File: config.mk
export PLATFORM = sky130hd
export DESIGN_NAME = log_arbiter_flat
export DESIGN_NICKNAME = d
export VERILOG_FILES = /design/src/rtl/log_arbiter_pkg.sv /design/src/rtl/log_arbiter_if.sv /design/src/rtl/log_arbiter_rr_pick.sv /design/src/rtl/log_arbiter.sv /design/src/flat_wrapper.sv
export SDC_FILE = /design/constraint.sdc
export NUM_CORES = 1
export LEC_CHECK = 0
export ABC_CLOCK_PERIOD_IN_PS = 13300
export BUFFER_PORTS_ARGS = -buffer_cell sky130_fd_sc_hd__clkbuf_2
export CORE_MARGIN = 1
export CORE_UTILIZATION = 42
export DETAILED_ROUTE_END_ITERATION = 16
export PLACE_DENSITY = 0.63
export SYNTH_ARGS = -nofsm -noshare
export SYNTH_HDL_FRONTEND = slang
export SYNTH_SLANG_ARGS = --single-unit
File: constraint.sdc
create_clock -name pid_clk_in -period 13.3 [get_ports pid_clk_in]
set_input_delay 0.665 -clock pid_clk_in [delete_from_list [all_inputs] [get_ports pid_clk_in]]
set_output_delay 0.665 -clock pid_clk_in [all_outputs]
set_load 0.01 [all_outputs]
File: src/rtl/log_arbiter_pkg.sv
// ---------------------------------------------------------------------------
// log_arbiter_pkg
// Shared constants for the frontpanel logging path: the host write address
// that programs the per-channel logging enables, the default log channel and
// data widths, and the packed layout of one word on the serialized log bus.
// No ports (package).
// ---------------------------------------------------------------------------
package log_arbiter_pkg;

    localparam int W_LCHAN = 5;
    localparam int W_LDATA = 18;

    // Host write addresses. The logging-enable request sits directly after
    // the pipe channel-set request in the address map.
    localparam logic [15:0] PIPE_CSET_RQST = 16'h0080;
    localparam logic [15:0] LOG_EN_RQST    = PIPE_CSET_RQST + 16'd1;

    // One word as seen by consumers of the log bus.
    typedef struct packed {
        logic [W_LCHAN-1:0] chan;
        logic [W_LDATA-1:0] data;
    } log_word_t;

endpackage

File: src/rtl/log_arbiter_if.sv
// ---------------------------------------------------------------------------
// log_arbiter_if
// Bundles the oversample-filter inputs, the host write bus and the serialized
// log bus of log_arbiter.
//   osf_dv_in/osf_data_in   per-channel strobes and packed data words
//   wr_*_in                 host write bus (enable programming)
//   log_dv/chan/data_out    serialized log bus
//   log_en_out              current channel enable mask
//   drop_count_out          saturating count of overwritten words
// Modports: master drives the inputs and observes the outputs (producer /
// host side); slave is the arbiter itself.
// ---------------------------------------------------------------------------
interface log_arbiter_if #(
    parameter int N_LOG     = 8,
    parameter int W_LCHAN   = log_arbiter_pkg::W_LCHAN,
    parameter int W_LDATA   = log_arbiter_pkg::W_LDATA,
    parameter int W_WR_ADDR = 16,
    parameter int W_WR_CHAN = 5,
    parameter int W_WR_DATA = 49,
    parameter int W_DROP    = 16
);

    logic [N_LOG-1:0]         osf_dv_in;
    logic [N_LOG*W_LDATA-1:0] osf_data_in;
    logic                     wr_en_in;
    logic [W_WR_ADDR-1:0]     wr_addr_in;
    logic [W_WR_CHAN-1:0]     wr_chan_in;
    logic [W_WR_DATA-1:0]     wr_data_in;
    logic                     log_dv_out;
    logic [W_LCHAN-1:0]       log_chan_out;
    logic [W_LDATA-1:0]       log_data_out;
    logic [N_LOG-1:0]         log_en_out;
    logic [W_DROP-1:0]        drop_count_out;

    modport master (
        output osf_dv_in, osf_data_in, wr_en_in, wr_addr_in, wr_chan_in, wr_data_in,
        input  log_dv_out, log_chan_out, log_data_out, log_en_out, drop_count_out
    );

    modport slave (
        input  osf_dv_in, osf_data_in, wr_en_in, wr_addr_in, wr_chan_in, wr_data_in,
        output log_dv_out, log_chan_out, log_data_out, log_en_out, drop_count_out
    );

endinterface

File: src/rtl/log_arbiter_rr_pick.sv
// ---------------------------------------------------------------------------
// log_arbiter_rr_pick
// Combinational round-robin picker: finds the first set bit of pending_i
// searching cyclically upward from rr_ptr_i.
//   pending_i      request mask, bit k = channel k
//   rr_ptr_i       search start index (must be < N)
//   grant_valid_o  at least one request present
//   grant_idx_o    winning channel index
// Implementation: rotate the mask so rr_ptr_i lands on bit 0, take the
// lowest set bit, then add rr_ptr_i back modulo N.
// ---------------------------------------------------------------------------
module log_arbiter_rr_pick #(
    parameter int N     = 8,
    parameter int W_IDX = 5
) (
    input  logic [N-1:0]     pending_i,
    input  logic [W_IDX-1:0] rr_ptr_i,
    output logic             grant_valid_o,
    output logic [W_IDX-1:0] grant_idx_o
);

    logic [N-1:0]     rot;
    logic [W_IDX-1:0] pos;
    logic [W_IDX:0]   sum;

    // Doubling the mask makes the right shift a rotate for any pointer < N.
    assign rot = N'({pending_i, pending_i} >> rr_ptr_i);

    always_comb begin
        pos = '0;
        for (int i = N - 1; i >= 0; i--) begin
            if (rot[i]) begin
                pos = W_IDX'(i);
            end
        end
    end

    assign sum           = {1'b0, pos} + {1'b0, rr_ptr_i};
    assign grant_valid_o = |pending_i;

    always_comb begin
        if (sum >= (W_IDX + 1)'(N)) begin
            grant_idx_o = W_IDX'(sum - (W_IDX + 1)'(N));
        end else begin
            grant_idx_o = sum[W_IDX-1:0];
        end
    end

endmodule

File: src/rtl/log_arbiter.sv
// ---------------------------------------------------------------------------
// log_arbiter
// Collects one pending oversample-filter word per channel and serializes the
// words round-robin onto a single log bus feeding the wire-out registers and
// the block-mode pipe FIFO. Per-channel logging enables are programmed over
// the host write bus at LOG_EN_RQST.
//   pid_clk_in  system clock (rising edge)
//   rst_in      synchronous active-high reset
//   bus         log_arbiter_if.slave: osf strobes/data, host write bus,
//               log_dv/chan/data, enable mask and drop counter outputs
// A word captured on one edge can be granted on the next edge, so an
// isolated strobe appears on the log bus two cycles after it is presented.
// ---------------------------------------------------------------------------
module log_arbiter #(
    parameter int N_LOG     = 8,
    parameter int W_LCHAN   = log_arbiter_pkg::W_LCHAN,
    parameter int W_LDATA   = log_arbiter_pkg::W_LDATA,
    parameter int W_WR_ADDR = 16,
    parameter int W_WR_CHAN = 5,
    parameter int W_WR_DATA = 49,
    parameter int W_DROP    = 16
) (
    input  logic          pid_clk_in,
    input  logic          rst_in,
    log_arbiter_if.slave  bus
);

    import log_arbiter_pkg::*;

    localparam int W_CNT = $clog2(N_LOG + 1);

    // Saturating add of a per-cycle drop count onto the running counter.
    function automatic logic [W_DROP-1:0] sat_add(input logic [W_DROP-1:0] a,
                                                  input logic [W_CNT-1:0]  n);
        logic [W_DROP:0] s;
        s = {1'b0, a} + (W_DROP + 1)'(n);
        return s[W_DROP] ? {W_DROP{1'b1}} : s[W_DROP-1:0];
    endfunction

    logic [N_LOG-1:0]   log_en_q,  log_en_d;
    logic [N_LOG-1:0]   pending_q, pending_d;
    logic [W_LDATA-1:0] hold_q [N_LOG];
    logic [W_LDATA-1:0] hold_d [N_LOG];
    logic [W_LCHAN-1:0] rr_ptr_q,  rr_ptr_d;
    logic [W_DROP-1:0]  drop_q,    drop_d;
    logic               log_dv_q,  log_dv_d;
    logic [W_LCHAN-1:0] log_chan_q, log_chan_d;
    logic [W_LDATA-1:0] log_data_q, log_data_d;

    logic               wr_hit;
    logic [N_LOG-1:0]   cap;
    logic [N_LOG-1:0]   gmask;
    logic [N_LOG-1:0]   drops;
    logic [W_CNT-1:0]   ndrop;
    logic [W_LDATA-1:0] grant_word;
    logic               grant_valid;
    logic [W_LCHAN-1:0] grant_idx;

    // Only bit 0 of the host write data carries the enable value.
    logic unused_wr_data;
    assign unused_wr_data = ^bus.wr_data_in[W_WR_DATA-1:1];

    log_arbiter_rr_pick #(
        .N     (N_LOG),
        .W_IDX (W_LCHAN)
    ) u_rr_pick (
        .pending_i     (pending_q),
        .rr_ptr_i      (rr_ptr_q),
        .grant_valid_o (grant_valid),
        .grant_idx_o   (grant_idx)
    );

    // Enable update comes first so a capture in the same cycle sees it.
    always_comb begin
        wr_hit = bus.wr_en_in
              && (bus.wr_addr_in == W_WR_ADDR'(LOG_EN_RQST))
              && (int'(bus.wr_chan_in) < N_LOG);
        log_en_d = log_en_q;
        for (int k = 0; k < N_LOG; k++) begin
            if (wr_hit && (bus.wr_chan_in == W_WR_CHAN'(k))) begin
                log_en_d[k] = bus.wr_data_in[0];
            end
        end
    end

    always_comb begin
        cap   = bus.osf_dv_in & log_en_d;
        gmask = '0;
        for (int k = 0; k < N_LOG; k++) begin
            gmask[k] = grant_valid && (grant_idx == W_LCHAN'(k));
        end
        // Recapture on the granted channel keeps it pending; disabling clears.
        pending_d = ((pending_q & ~gmask) | cap) & log_en_d;
        // Overwrite of a still-pending word that is not leaving this cycle.
        drops = cap & pending_q & ~gmask;
        ndrop = '0;
        for (int k = 0; k < N_LOG; k++) begin
            ndrop = ndrop + W_CNT'(drops[k]);
        end
        drop_d = sat_add(drop_q, ndrop);
    end

    always_comb begin
        hold_d = hold_q;
        for (int k = 0; k < N_LOG; k++) begin
            if (cap[k]) begin
                hold_d[k] = bus.osf_data_in[k*W_LDATA +: W_LDATA];
            end
        end
    end

    // Output word is taken from the held value before this edge's capture.
    always_comb begin
        grant_word = '0;
        for (int k = 0; k < N_LOG; k++) begin
            if (gmask[k]) begin
                grant_word = hold_q[k];
            end
        end
        log_dv_d   = grant_valid;
        log_chan_d = log_chan_q;
        log_data_d = log_data_q;
        rr_ptr_d   = rr_ptr_q;
        if (grant_valid) begin
            log_chan_d = grant_idx;
            log_data_d = grant_word;
            if (grant_idx == W_LCHAN'(N_LOG - 1)) begin
                rr_ptr_d = '0;
            end else begin
                rr_ptr_d = grant_idx + W_LCHAN'(1);
            end
        end
    end

    always_ff @(posedge pid_clk_in) begin
        if (rst_in) begin
            log_en_q   <= '1;
            pending_q  <= '0;
            rr_ptr_q   <= '0;
            drop_q     <= '0;
            log_dv_q   <= 1'b0;
            log_chan_q <= '0;
            log_data_q <= '0;
            for (int k = 0; k < N_LOG; k++) begin
                hold_q[k] <= '0;
            end
        end else begin
            log_en_q   <= log_en_d;
            pending_q  <= pending_d;
            rr_ptr_q   <= rr_ptr_d;
            drop_q     <= drop_d;
            log_dv_q   <= log_dv_d;
            log_chan_q <= log_chan_d;
            log_data_q <= log_data_d;
            for (int k = 0; k < N_LOG; k++) begin
                hold_q[k] <= hold_d[k];
            end
        end
    end

    assign bus.log_dv_out     = log_dv_q;
    assign bus.log_chan_out   = log_chan_q;
    assign bus.log_data_out   = log_data_q;
    assign bus.log_en_out     = log_en_q;
    assign bus.drop_count_out = drop_q;

endmodule

File: src/flat_wrapper.sv
// flat-port wrapper written by rule: the top's interface ports become plain ports
module log_arbiter_flat import log_arbiter_pkg::*;
#(
    parameter int N_LOG     = 8,
    parameter int W_LCHAN   = log_arbiter_pkg::W_LCHAN,
    parameter int W_LDATA   = log_arbiter_pkg::W_LDATA,
    parameter int W_WR_ADDR = 16,
    parameter int W_WR_CHAN = 5,
    parameter int W_WR_DATA = 49,
    parameter int W_DROP    = 16
)
  (pid_clk_in, rst_in, bus_osf_dv_in, bus_osf_data_in, bus_wr_en_in, bus_wr_addr_in, bus_wr_chan_in, bus_wr_data_in, bus_log_dv_out, bus_log_chan_out, bus_log_data_out, bus_log_en_out, bus_drop_count_out);
  log_arbiter_if #(.N_LOG(N_LOG), .W_LCHAN(W_LCHAN), .W_LDATA(W_LDATA), .W_WR_ADDR(W_WR_ADDR), .W_WR_CHAN(W_WR_CHAN), .W_WR_DATA(W_WR_DATA), .W_DROP(W_DROP)) bus_i ();
  input  logic pid_clk_in;
  input  logic rst_in;
  input wire logic [$bits(bus_i.osf_dv_in)-1:0] bus_osf_dv_in;
  input wire logic [$bits(bus_i.osf_data_in)-1:0] bus_osf_data_in;
  input wire logic [$bits(bus_i.wr_en_in)-1:0] bus_wr_en_in;
  input wire logic [$bits(bus_i.wr_addr_in)-1:0] bus_wr_addr_in;
  input wire logic [$bits(bus_i.wr_chan_in)-1:0] bus_wr_chan_in;
  input wire logic [$bits(bus_i.wr_data_in)-1:0] bus_wr_data_in;
  output wire logic [$bits(bus_i.log_dv_out)-1:0] bus_log_dv_out;
  output wire logic [$bits(bus_i.log_chan_out)-1:0] bus_log_chan_out;
  output wire logic [$bits(bus_i.log_data_out)-1:0] bus_log_data_out;
  output wire logic [$bits(bus_i.log_en_out)-1:0] bus_log_en_out;
  output wire logic [$bits(bus_i.drop_count_out)-1:0] bus_drop_count_out;
  assign bus_i.osf_dv_in = bus_osf_dv_in;
  assign bus_i.osf_data_in = bus_osf_data_in;
  assign bus_i.wr_en_in = bus_wr_en_in;
  assign bus_i.wr_addr_in = bus_wr_addr_in;
  assign bus_i.wr_chan_in = bus_wr_chan_in;
  assign bus_i.wr_data_in = bus_wr_data_in;
  assign bus_log_dv_out = bus_i.log_dv_out;
  assign bus_log_chan_out = bus_i.log_chan_out;
  assign bus_log_data_out = bus_i.log_data_out;
  assign bus_log_en_out = bus_i.log_en_out;
  assign bus_drop_count_out = bus_i.drop_count_out;
  log_arbiter #(.N_LOG(N_LOG), .W_LCHAN(W_LCHAN), .W_LDATA(W_LDATA), .W_WR_ADDR(W_WR_ADDR), .W_WR_CHAN(W_WR_CHAN), .W_WR_DATA(W_WR_DATA), .W_DROP(W_DROP)) u_core (.pid_clk_in(pid_clk_in), .rst_in(rst_in), .bus(bus_i));
endmodule
Word level (Yosys, flattened, before mapping) --
Index checks and enable logic that the tools add are counted. W data, S select, Z words.
Word-level totals: word-level logic and storage cells 99, output and inout bits 48, register bits 205, input port bits 225
Operators by class: shift operators 1, reductions and logical operators 21, bitwise logic cells 7, equality and inequality tests 15, $lt $le $gt $ge 2, add/subtract/negate cells 11, mux-type cells 27
Operators by type and width (count):
- $mux W18 | 8
- $mux W5 | 9
- $and A8 B8 Y8 | 5
- $eq A5 B3 Y1 const B | 8
- $add A4 B1 Y4 | 6
- $eq A5 B2 Y1 const B | 4
- $logic_and A1 B1 Y1 | 18
- $add A16 B4 Y17 | 1
- $eq A16 B8 Y1 const B | 1
- $mux W16 | 1
- $shr A16 B5 Y8 | 1
- $eq A5 B1 Y1 const B | 2
- $logic_not A5 Y1 | 2
- $mux W1 | 8
- $not A8 Y8 | 1
- $or A8 B8 Y8 | 1
- $reduce_or A8 Y1 | 1
- $add A5 B5 Y6 | 1
- $ge A6 B4 Y1 const B | 1
- $add A5 B1 Y5 const B | 1
- $lt A5 B4 Y1 const B | 1
- $sub A5 B4 Y5 const B | 1
- $mux W3 | 1
- $add A1 B1 Y2 | 1

Logic depth before layout (Yosys ltp) --
Gate-level depths: netlist of the first run.
depth after elaboration 25, mapped depth 34, mapped depth without buffers 30

By module --
Synthesis of the first run repeated with hierarchy kept, for this count alone.
Unflattened totals: cells, all modules 1204, area total of the unflattened synthesis 11302.1 um^2
Modules (own cells, without submodules):
- log_arbiter | instances 1, cells an instance 1134, area each 10699.0 um^2, seq. area each 4103.9 um^2
- log_arbiter_rr_pick | instances 1, cells an instance 70, area each 603.1 um^2, seq. area each 0.0 um^2

Worst setup path after synthesis of the first run --
Ideal clock, no wire load.
path type flip-flop to flip-flop, from reg u_core.rr_ptr_q[1], to reg u_core.drop_q[1], in the netlist u_core.bus.drop_count_out[1], setup slack 5657 ps, library setup time 70 ps, path buffers 6, data arrival time 7573 ps, stages on the path, launching flop included 30, data required time 13230 ps, clock period less this slack 7643 ps, cell sequence dfxtp_1 > clkbuf_1 > mux4_2 > a22oi_1 > nand2_1 > a21o_1 > a21oi_1 > ha_1 > fa_1 > inv_1 > ha_1 > buf_2 > buf_2 > buf_2 > buf_2 > nand2_1 > and3_1 > ha_1 > inv_1 > fa_1 > fa_1 > fa_1 > fa_1 > fa_1 > nor2b_1 > o21ai_0 > a211oi_1 > nand2_1 > clkbuf_1 > a21oi_1
On the way: word-level cells in the longest chain between the ends 25, elaborated cells between the ends (all ways) 40, those cells by class 10 x add/sub; 1 x order compare; 7 x eq/ne; 1 x shift; 10 x mux; 2 x bitwise; 9 x reduce/logical
Ends and longest elaborated chain:
- start: declaration | line log_arbiter.sv:44 | logic [W_LCHAN-1:0] rr_ptr_q, rr_ptr_d;
- start signal: assignment | line log_arbiter.sv:150 | rr_ptr_q <= rr_ptr_d;
- $shr A16 B5 Y8 | line log_arbiter_rr_pick.sv:27 | assign rot = N'({pending_i, pending_i} >> rr_ptr_i);
- $mux W3 | line log_arbiter_rr_pick.sv:32 | if (rot[i]) begin
- $mux W5 (7 in a row) | line log_arbiter_rr_pick.sv:32
- $add A5 B5 Y6 (*) | line log_arbiter_rr_pick.sv:38 | assign sum = {1'b0, pos} + {1'b0, rr_ptr_i};
- $sub A5 B4 Y5 / $ge A6 B4 Y1 (equally long branches) | line log_arbiter_rr_pick.sv:43, log_arbiter_rr_pick.sv:42
- $mux W5 (*) | line log_arbiter_rr_pick.sv:42 | if (sum >= (W_IDX + 1)'(N)) begin
- net u_core.grant_idx[1] | line log_arbiter.sv:57 | logic [W_LCHAN-1:0] grant_idx;
- $eq A5 B1 Y1 / $logic_not A5 Y1 (equally long branches) | line log_arbiter.sv:90 | gmask[k] = grant_valid && (grant_idx == W_LCHAN'(k));
- $logic_and A1 B1 Y1 | line log_arbiter.sv:90
- $not A8 Y8 (*) | line log_arbiter.sv:95 | drops = cap & pending_q & ~gmask;
- $and A8 B8 Y8 (*) | line log_arbiter.sv:95
- $add A1 B1 Y2 | line log_arbiter.sv:98 | ndrop = ndrop + W_CNT'(drops[k]);
- $add A4 B1 Y4 (5 in a row) | line log_arbiter.sv:98
- $add A4 B1 Y4 (*) | line log_arbiter.sv:98
- $add A16 B4 Y17 (*) | line log_arbiter.sv:36 | s = {1'b0, a} + (W_DROP + 1)'(n);
- $mux W16 (*) | line log_arbiter.sv:37 | return s[W_DROP] ? {W_DROP{1'b1}} : s[W_DROP-1:0];
- end signal: assignment | line log_arbiter.sv:151 | drop_q <= drop_d;
- end: declaration | line log_arbiter.sv:45 | logic [W_DROP-1:0] drop_q, drop_d;
Mark *: on every way through the listed nets, which the timed path passes. The rest lies on a longest branch. A chain may end at the register's enable or synchronous reset.

Worst setup path in the final report of the first run --
from reg u_core.rr_ptr_q[0], to reg u_core.drop_q[13], in the netlist u_core.bus.drop_count_out[13]
On the way: word-level cells in the longest chain between the ends 25, elaborated cells between the ends (all ways) 40, those cells by class 10 x add/sub; 1 x order compare; 7 x eq/ne; 1 x shift; 10 x mux; 2 x bitwise; 9 x reduce/logical
Ends and longest elaborated chain (line):
- $shr A16 B5 Y8 | log_arbiter_rr_pick.sv:27
- $mux W3 | log_arbiter_rr_pick.sv:32
- $mux W5 (7 in a row) | log_arbiter_rr_pick.sv:32
- $add A5 B5 Y6 (*) | log_arbiter_rr_pick.sv:38
- $sub A5 B4 Y5 / $ge A6 B4 Y1 (equally long branches) | log_arbiter_rr_pick.sv:43, log_arbiter_rr_pick.sv:42
- $mux W5 (*) | log_arbiter_rr_pick.sv:42
- $eq A5 B1 Y1 / $logic_not A5 Y1 (equally long branches) | log_arbiter.sv:90
- $logic_and A1 B1 Y1 | log_arbiter.sv:90
- $not A8 Y8 (*) | log_arbiter.sv:95
- $and A8 B8 Y8 (*) | log_arbiter.sv:95
- $add A1 B1 Y2 | log_arbiter.sv:98
- $add A4 B1 Y4 (5 in a row) | log_arbiter.sv:98
- $add A4 B1 Y4 (*) | log_arbiter.sv:98
- $add A16 B4 Y17 (*) | log_arbiter.sv:36
- $mux W16 (*) | log_arbiter.sv:37
Mark *: on every way between the ends. The rest lies on a longest branch, timed or not.

==> run metrics, run 1 <==
# fillers=2333; Psw=1.63 mW; gpl congestion=0.865; setup bufs post-CTS=0; worst setup path start=u_core.rr_ptr_q[0]; initial antenna violation count=2; Clock Skews=0.0137 ns; Placement Setup Slack=4.87 ns; Setup Crit Path Kind=reg -> reg; pwr dens=288 nW/um2; Worst EP required=13.72 ns; Avg WL per Cell=17.8 um; post-synthesis mux area share=0.0267; post-DP HPWL=22700 um; pins over their slew limit=0; GRT Util Overall=0.254; #FFs+latches synth=205; largest cells by area after synthesis=dfxtp_1 (41%), nand2_1 (13%), a21oi_1 (10%), nor2_1 (2.1%), mux2i_1 (2.0%); Sw Ratio=0.478; Post-Syn Area per Cell=7.91 um2; Resized Gates After CTS=0; Primary FF master, synth=dfxtp_1; layout cells sized above 1=0.214; CTS tree=done; worst slew pin tran=1.10 ns; Gate power share=0.601; synthesized cell area=10000 um2; reg2reg end=u_core.bus.drop_count_out[13]; Post-synth EDFFs=0; R2R Setup Slk=4.78 ns; Routed Antenna Nets=0; Seq pwr share=0.217; RR Startpoint=u_core.rr_ptr_q[0]; max-cap check violation count=0; achievable frequency=0.117 GHz; RSZ-0062 raised after global routing=false; fin nets=1682; H-tree levels=1; crit path launch type=register; Netlist cell types=68; final hold viol count=0; largest family of logic cells by synthesized area=simple AND/OR/NAND/NOR gates; Clock Sinks=205; Synth top area share=0.409; internal power=1.78 mW; Tcrit/Tclk final=0.640; Worst VDD drop=0.200 mV; clk slew on worst S/H paths=0.06 ns; height of the die=157 um; GR Overflow Total=0; largest net degree at the start of global routing=106; Port Buffers=224; Post-synth ARST share=0; initial core utilization=0.427; CORE AREA=23500 um2; Synth Area in XOR/XNOR=0.0113; std cell rows=56; Adder-Cell Fraction of Synth Area=0.0294; vias in the first global route=8787; outcome=completed; Critical Path Sink=u_core.bus.drop_count_out[13]; Hold-fix buffers, CTS=0; crit path capture type=register; final WL=31400 um; top cells by count, synth=nand2_1 (350), dfxtp_1 (205), a21oi_1 (204); CTS root buf=clkbuf_16; net count after synthesis=1513; final core occ=0.505; setup ws final=4.78 ns; CTS Buffer Depth=3; Worst R2R Path Depth=27; # setup viols final=0; Clk Latency, worst-skew pair=0.51 ns; final setup TNS=0 ns; area grow syn2layout=18.1%; post-synthesis compound-gate area fraction=0.219; Lkg Pwr=4.98 nW; initial DRC count=825; Hold Path Class=in -> reg; top-count cell post-synth=nand2_1; via count=9545; Rel. slew slack=0.266; Clk pwr share=0.182; crit path DAT=8.94 ns; Synth area leader=dfxtp_1; Mapped Cells=1268; CP Max Fanout=22; # IOs=273; Die W=157 um; cts bufs inserted=23; Via-to-Cell Ratio=5.40; Die Area=24500 um2; first-pass GRT wire length=48100 um; Final min period=8.52 ns; Pre-antenna DRT Iters=5; simple-gate area share of the yosys netlist=0.242; Overall Power=3.41 mW; DRC=0; sequential share of the synthesized area=0.409; Yosys warning count=0
## stage by stage
step / cell area [um2] / hold slack [ns] / std cells
final: 11800 / 0.374 / 1768
after global routing: 11800 / 0.375 / 1766
after CTS: 11800 / 0.366 / 1766
after detailed placement: 11100 / 0.444 / 1731
after global placement: 11100 / 0.442 / 1731
after floorplan: 10000 / 0.431 / 1268
## critical path, cell delays in order (launching register included)
cell	delay [ns]
dfxtp_1	0.72
mux4_2	0.62
a22oi_1	0.22
nand2_1	0.08
a21o_1	0.18
a21oi_1	0.14
ha_1	0.24
fa_1	0.42
nand4_1	0.16
nor3_2	0.33
o31a_1	0.20
buf_4	0.28
nand2_1	0.11
and3_1	0.21
ha_1	0.27
inv_1	0.05
fa_1	0.51
fa_1	0.53
fa_1	0.47
fa_1	0.53
fa_1	0.46
nor2b_1	0.12
o21ai_0	0.15
a211oi_1	0.57
nand2_1	0.46
nand2_1	0.17
nor4_1	0.05
nor3_1	0.17
## placed cells by master, fill, tap and decap left out, types with 4 or more instances in the layout
| cell type | instances |
|---|---|
| nand3_1 | 14 |
| mux2i_1 | 20 |
| clkbuf_2 | 223 |
| o21ai_0 | 22 |
| a211o_1 | 12 |
| nand2b_1 | 21 |
| a221oi_1 | 14 |
| a22o_1 | 8 |
| o221ai_1 | 6 |
| o31ai_1 | 7 |
| fa_1 | 6 |
| a221oi_2 | 6 |
| a31oi_1 | 6 |
| nor2_1 | 56 |
| a211oi_1 | 7 |
| a22oi_1 | 8 |
| nor3_1 | 15 |
| nand2_1 | 350 |
| nor2b_1 | 21 |
| ha_1 | 14 |
| o22ai_1 | 12 |
| dfxtp_1 | 205 |
| xnor2_1 | 6 |
| nor4_2 | 14 |
| o211ai_1 | 9 |
| clkbuf_1 | 5 |
| buf_4 | 15 |
| xor2_1 | 7 |
| clkbuf_16 | 23 |
| a21oi_1 | 204 |
| o21a_1 | 6 |
| o21bai_1 | 5 |
| inv_1 | 23 |
| a21o_1 | 4 |
| nor4_1 | 9 |
| and3_1 | 10 |
## worst min path at each step
stage / start / to / slack (ns) / cells after the start
after floorplan: u_core.hold_q[48] / u_core.hold_q[48] / 0.43 / 2
after global placement: u_core.hold_q[30] / u_core.hold_q[30] / 0.44 / 2
after detailed placement: u_core.hold_q[133] / u_core.hold_q[133] / 0.44 / 2
after CTS: bus_osf_data_in[7] / u_core.hold_q[133] / 0.37 / 3
after global routing: bus_osf_data_in[44] / u_core.hold_q[98] / 0.38 / 3
final: bus_osf_data_in[31] / u_core.hold_q[121] / 0.37 / 3
## final cells by class
| cell class | count | area (um2) | area share |
|---|---|---|---|
| multi-input cells | 944 | 5310 | 0.448 |
| flip-flops and latches | 205 | 4100 | 0.346 |
| repair buffers | 239 | 1240 | 0.105 |
| clock buffers | 31 | 636 | 0.0536 |
| well taps | 319 | 399 | 0.0337 |
| inverters | 24 | 90.1 | 0.00760 |
| clock inverters | 4 | 70.1 | 0.00591 |
| diodes | 2 | 5.00 | 0.000422 |
## cells by family (layout without fill, tap and decap cells)
group | Yosys count | in the layout
AO/OA/AOI/OAI | 355 | 355
XOR/XNOR | 13 | 13
adder cells (fa/ha/maj) | 20 | 20
buffers and inverters | 119 | 298
flip-flops | 205 | 205
multiplexers | 23 | 23
other | 0 | 2
AND/OR/NAND/NOR | 533 | 533
## routing by layer
metal | up-vias | part of all wire | global-route usage
li1 | 4719 | - | -
met1 | 4442 | 0.45 | 0.352
met2 | 335 | 0.44 | 0.398
met3 | 49 | 0.080 | 0.0512
met4 | 0 | 0.026 | 0.0766
met5 | - | 0 | 0
## power by group through the flow
stage / clock network (mW) / logic [mW] / registers, mW
after floorplan: 0 / 1.45 / 0.736
after detailed placement: 0 / 2.02 / 0.752
final: 0.620 / 2.05 / 0.741
after global routing: 0.650 / 2.21 / 0.749
after CTS: 0.627 / 2.04 / 0.739
after global placement: 0 / 2.01 / 0.750
## sequential cells by signal (all words and copies together) (netlist names)
signal                     cells
u_core.bus.log_chan_out        5
u_core.rr_ptr_q                5
u_core.bus.drop_count_out     16
u_core.bus.log_dv_out          1
u_core.bus.log_en_out          8
u_core.bus.log_data_out       18
u_core.pending_q               8
u_core.hold_q                144
Power figures use the tool's default switching activity.
==> run 2, diff against run 1 <==
Settings changed: ABC_CLOCK_PERIOD_IN_PS 13300 to 7800, PLACE_DENSITY 0.63 to 0.66.
Clock period 13.3 ns to 7.8 ns, I/O delays scaled along.
==> run 2 against run 1 <==
Compared with the run above: global-route usage is 0.31 points lower; combinational power is 77% higher; sequential share of layout area is 0.45 points lower; clock skew is 0.0016 ns lower; register-to-register slack worse by 4.4 ns; critical endpoint is now u_core.bus.drop_count_out[6]; non-clock buffer count is 17 higher; final cell count is 1.4% higher; final area is 1.4% higher; via count is 2.5% higher; power is 74% higher; critical path depth is 2 higher; highest routed layer unchanged; hold slack worse by 0.28 ns.
==> run metrics, run 2 (same netlist as run 1, synthesis figures left out) <==
outcome=completed; initial antenna violation count=4; Via-to-Cell Ratio=5.46; Fin Hold WS=0.0987 ns; Final min period=7.37 ns; area grow syn2layout=19.8%; final hold viol count=0; fin cells=1793; Lkg Pwr=5.06 nW; DRC=0; pins over their slew limit=0; Hold Path Class=in -> reg; layout cells sized above 1=0.228; largest net degree at the start of global routing=127; internal power=3.10 mW; multi-input logic area=5320 um2; pwr dens=492 nW/um2; RR Startpoint=u_core.rr_ptr_q[3]; crit path DAT=7.72 ns; Worst R2R Path Depth=29; std cell rows=56; achievable frequency=0.136 GHz; max-cap check violation count=0; reg2reg end=u_core.bus.drop_count_out[6]; Worst VDD drop=0.314 mV; critical path depth=29; crit path capture type=register; height of the die=157 um; Seq pwr share=0.213; worst setup path start=u_core.rr_ptr_q[3]; Clk Latency, worst-skew pair=0.51 ns; post-DP HPWL=22500 um; Clk pwr share=0.175; vias in the first global route=8821; # setup viols final=0; GRT Util Overall=0.251; Clock Sinks=205; most common cell after layout, fill and taps aside=nand2_1; Routed Antenna Nets=0; CTS root buf=clkbuf_16; Port Buffers=224; via count=9784; CORE AREA=23500 um2; Tcrit/Tclk final=0.945; Psw=2.81 mW; Avg WL per Cell=17.4 um; max reg flops=144; CTS tree=done; Met1 Wirelength=13800 um; fin nets=1699; initial core utilization=0.427; Seq. cell area=4110 um2; worst slew pin tran=1.03 ns; crit-path leading delay family=adder cells; first-pass GRT wire length=47900 um; Pre-antenna DRT Iters=5; met3 WL=2490 um; Worst EP required=8.15 ns; highest metal used=met4; max incr delay on CP=0.54 ns; Hold-fix buffers, CTS=0; Placed Instances=1743; Most Frequent Cell on Critical Path=fa_1; gpl congestion=0.850; Die Area=24500 um2; # IOs=273; crit path launch type=register; Sw Ratio=0.475; final WL=31100 um; R2R Setup Slk=0.43 ns; Clock Skews=0.0121 ns; H-tree levels=1; GR Overflow Total=0; CTS Buffer Depth=3; slowest CP cell=fa_1; Gate power share=0.612; clk slew on worst S/H paths=0.06 ns; most frequent cells in the layout=nand2_1 (350), clkbuf_2 (223), a21oi_1 (204); Placement Setup Slack=0.231 ns; Setup Crit Path Kind=reg -> reg; # fillers=2354; Largest Register=u_core.hold_q; final core occ=0.512; setup ws final=0.429 ns; met2 routed WL=13800 um; initial DRC count=734; worst path bufs/invs=3; CP Max Fanout=14; Die W=157 um; Critical Path Sink=u_core.bus.drop_count_out[6]; cts bufs inserted=23; Rel. slew slack=0.315
run 2: what timing repair did:
action	in CTS	in global routing
buffers inserted	0	5
endpoints found under the setup margin	0	16
gates resized for setup	0	10
run 2: layer usage:
layer,track usage,vias up
li1,-,4765
met1,0.345,4591
met2,0.391,371
met3,0.0474,57
met4,0.0924,0
met5,0,-
run 2: how the worst min path moves through the flow:
stage,startpoint,cells after the start,to
2_1_floorplan,u_core.hold_q[48],2,u_core.hold_q[48]
3_5_place_dp,u_core.hold_q[10],2,u_core.hold_q[10]
3_3_place_gp,u_core.hold_q[48],2,u_core.hold_q[48]
4_1_cts,bus_osf_data_in[86],3,u_core.hold_q[68]
5_1_grt,bus_osf_data_in[129],3,u_core.hold_q[3]
6_report,bus_osf_data_in[47],3,u_core.hold_q[101]
run 2: cell type report:
type	instances	share of cell area
repair buffers	256	0.114
clock inverters	5	0.00437
well taps	319	0.0332
flip-flops and latches	205	0.342
clock buffers	36	0.0553
inverters	24	0.00750
diodes	4	0.000833
multi-input cells	944	0.443
run 2: worst register-to-register path: cells and delay by family, from the launching register on:
kind / cells / cell delay (ns)
fa+ha+maj: 7 / 2.98
mux: 1 / 0.50
buf+inv: 3 / 0.42
simple gates: 11 / 1.37
compound gates: 6 / 1.19
flops: 1 / 0.49
xor+xnor: 1 / 0.25
run 2: power by group through the flow:
stage | combinational [mW] | clock (mW) | sequential, mW
floorplan | 2.48 | 0 | 1.26
finish | 3.62 | 1.04 | 1.26
global placement | 3.49 | 0 | 1.27
detailed placement | 3.49 | 0 | 1.27
global route | 3.92 | 1.10 | 1.27
CTS | 3.52 | 1.05 | 1.25
run 2: through the flow:
stage	instance area, um2	TNS, ns	power, mW
3_3_place_gp	11200	0	4.76
6_report	12000	0	5.91
2_1_floorplan	10000	0	3.73
3_5_place_dp	11200	0	4.77
5_1_grt	12000	-0.0863	6.28
4_1_cts	11900	0	5.83
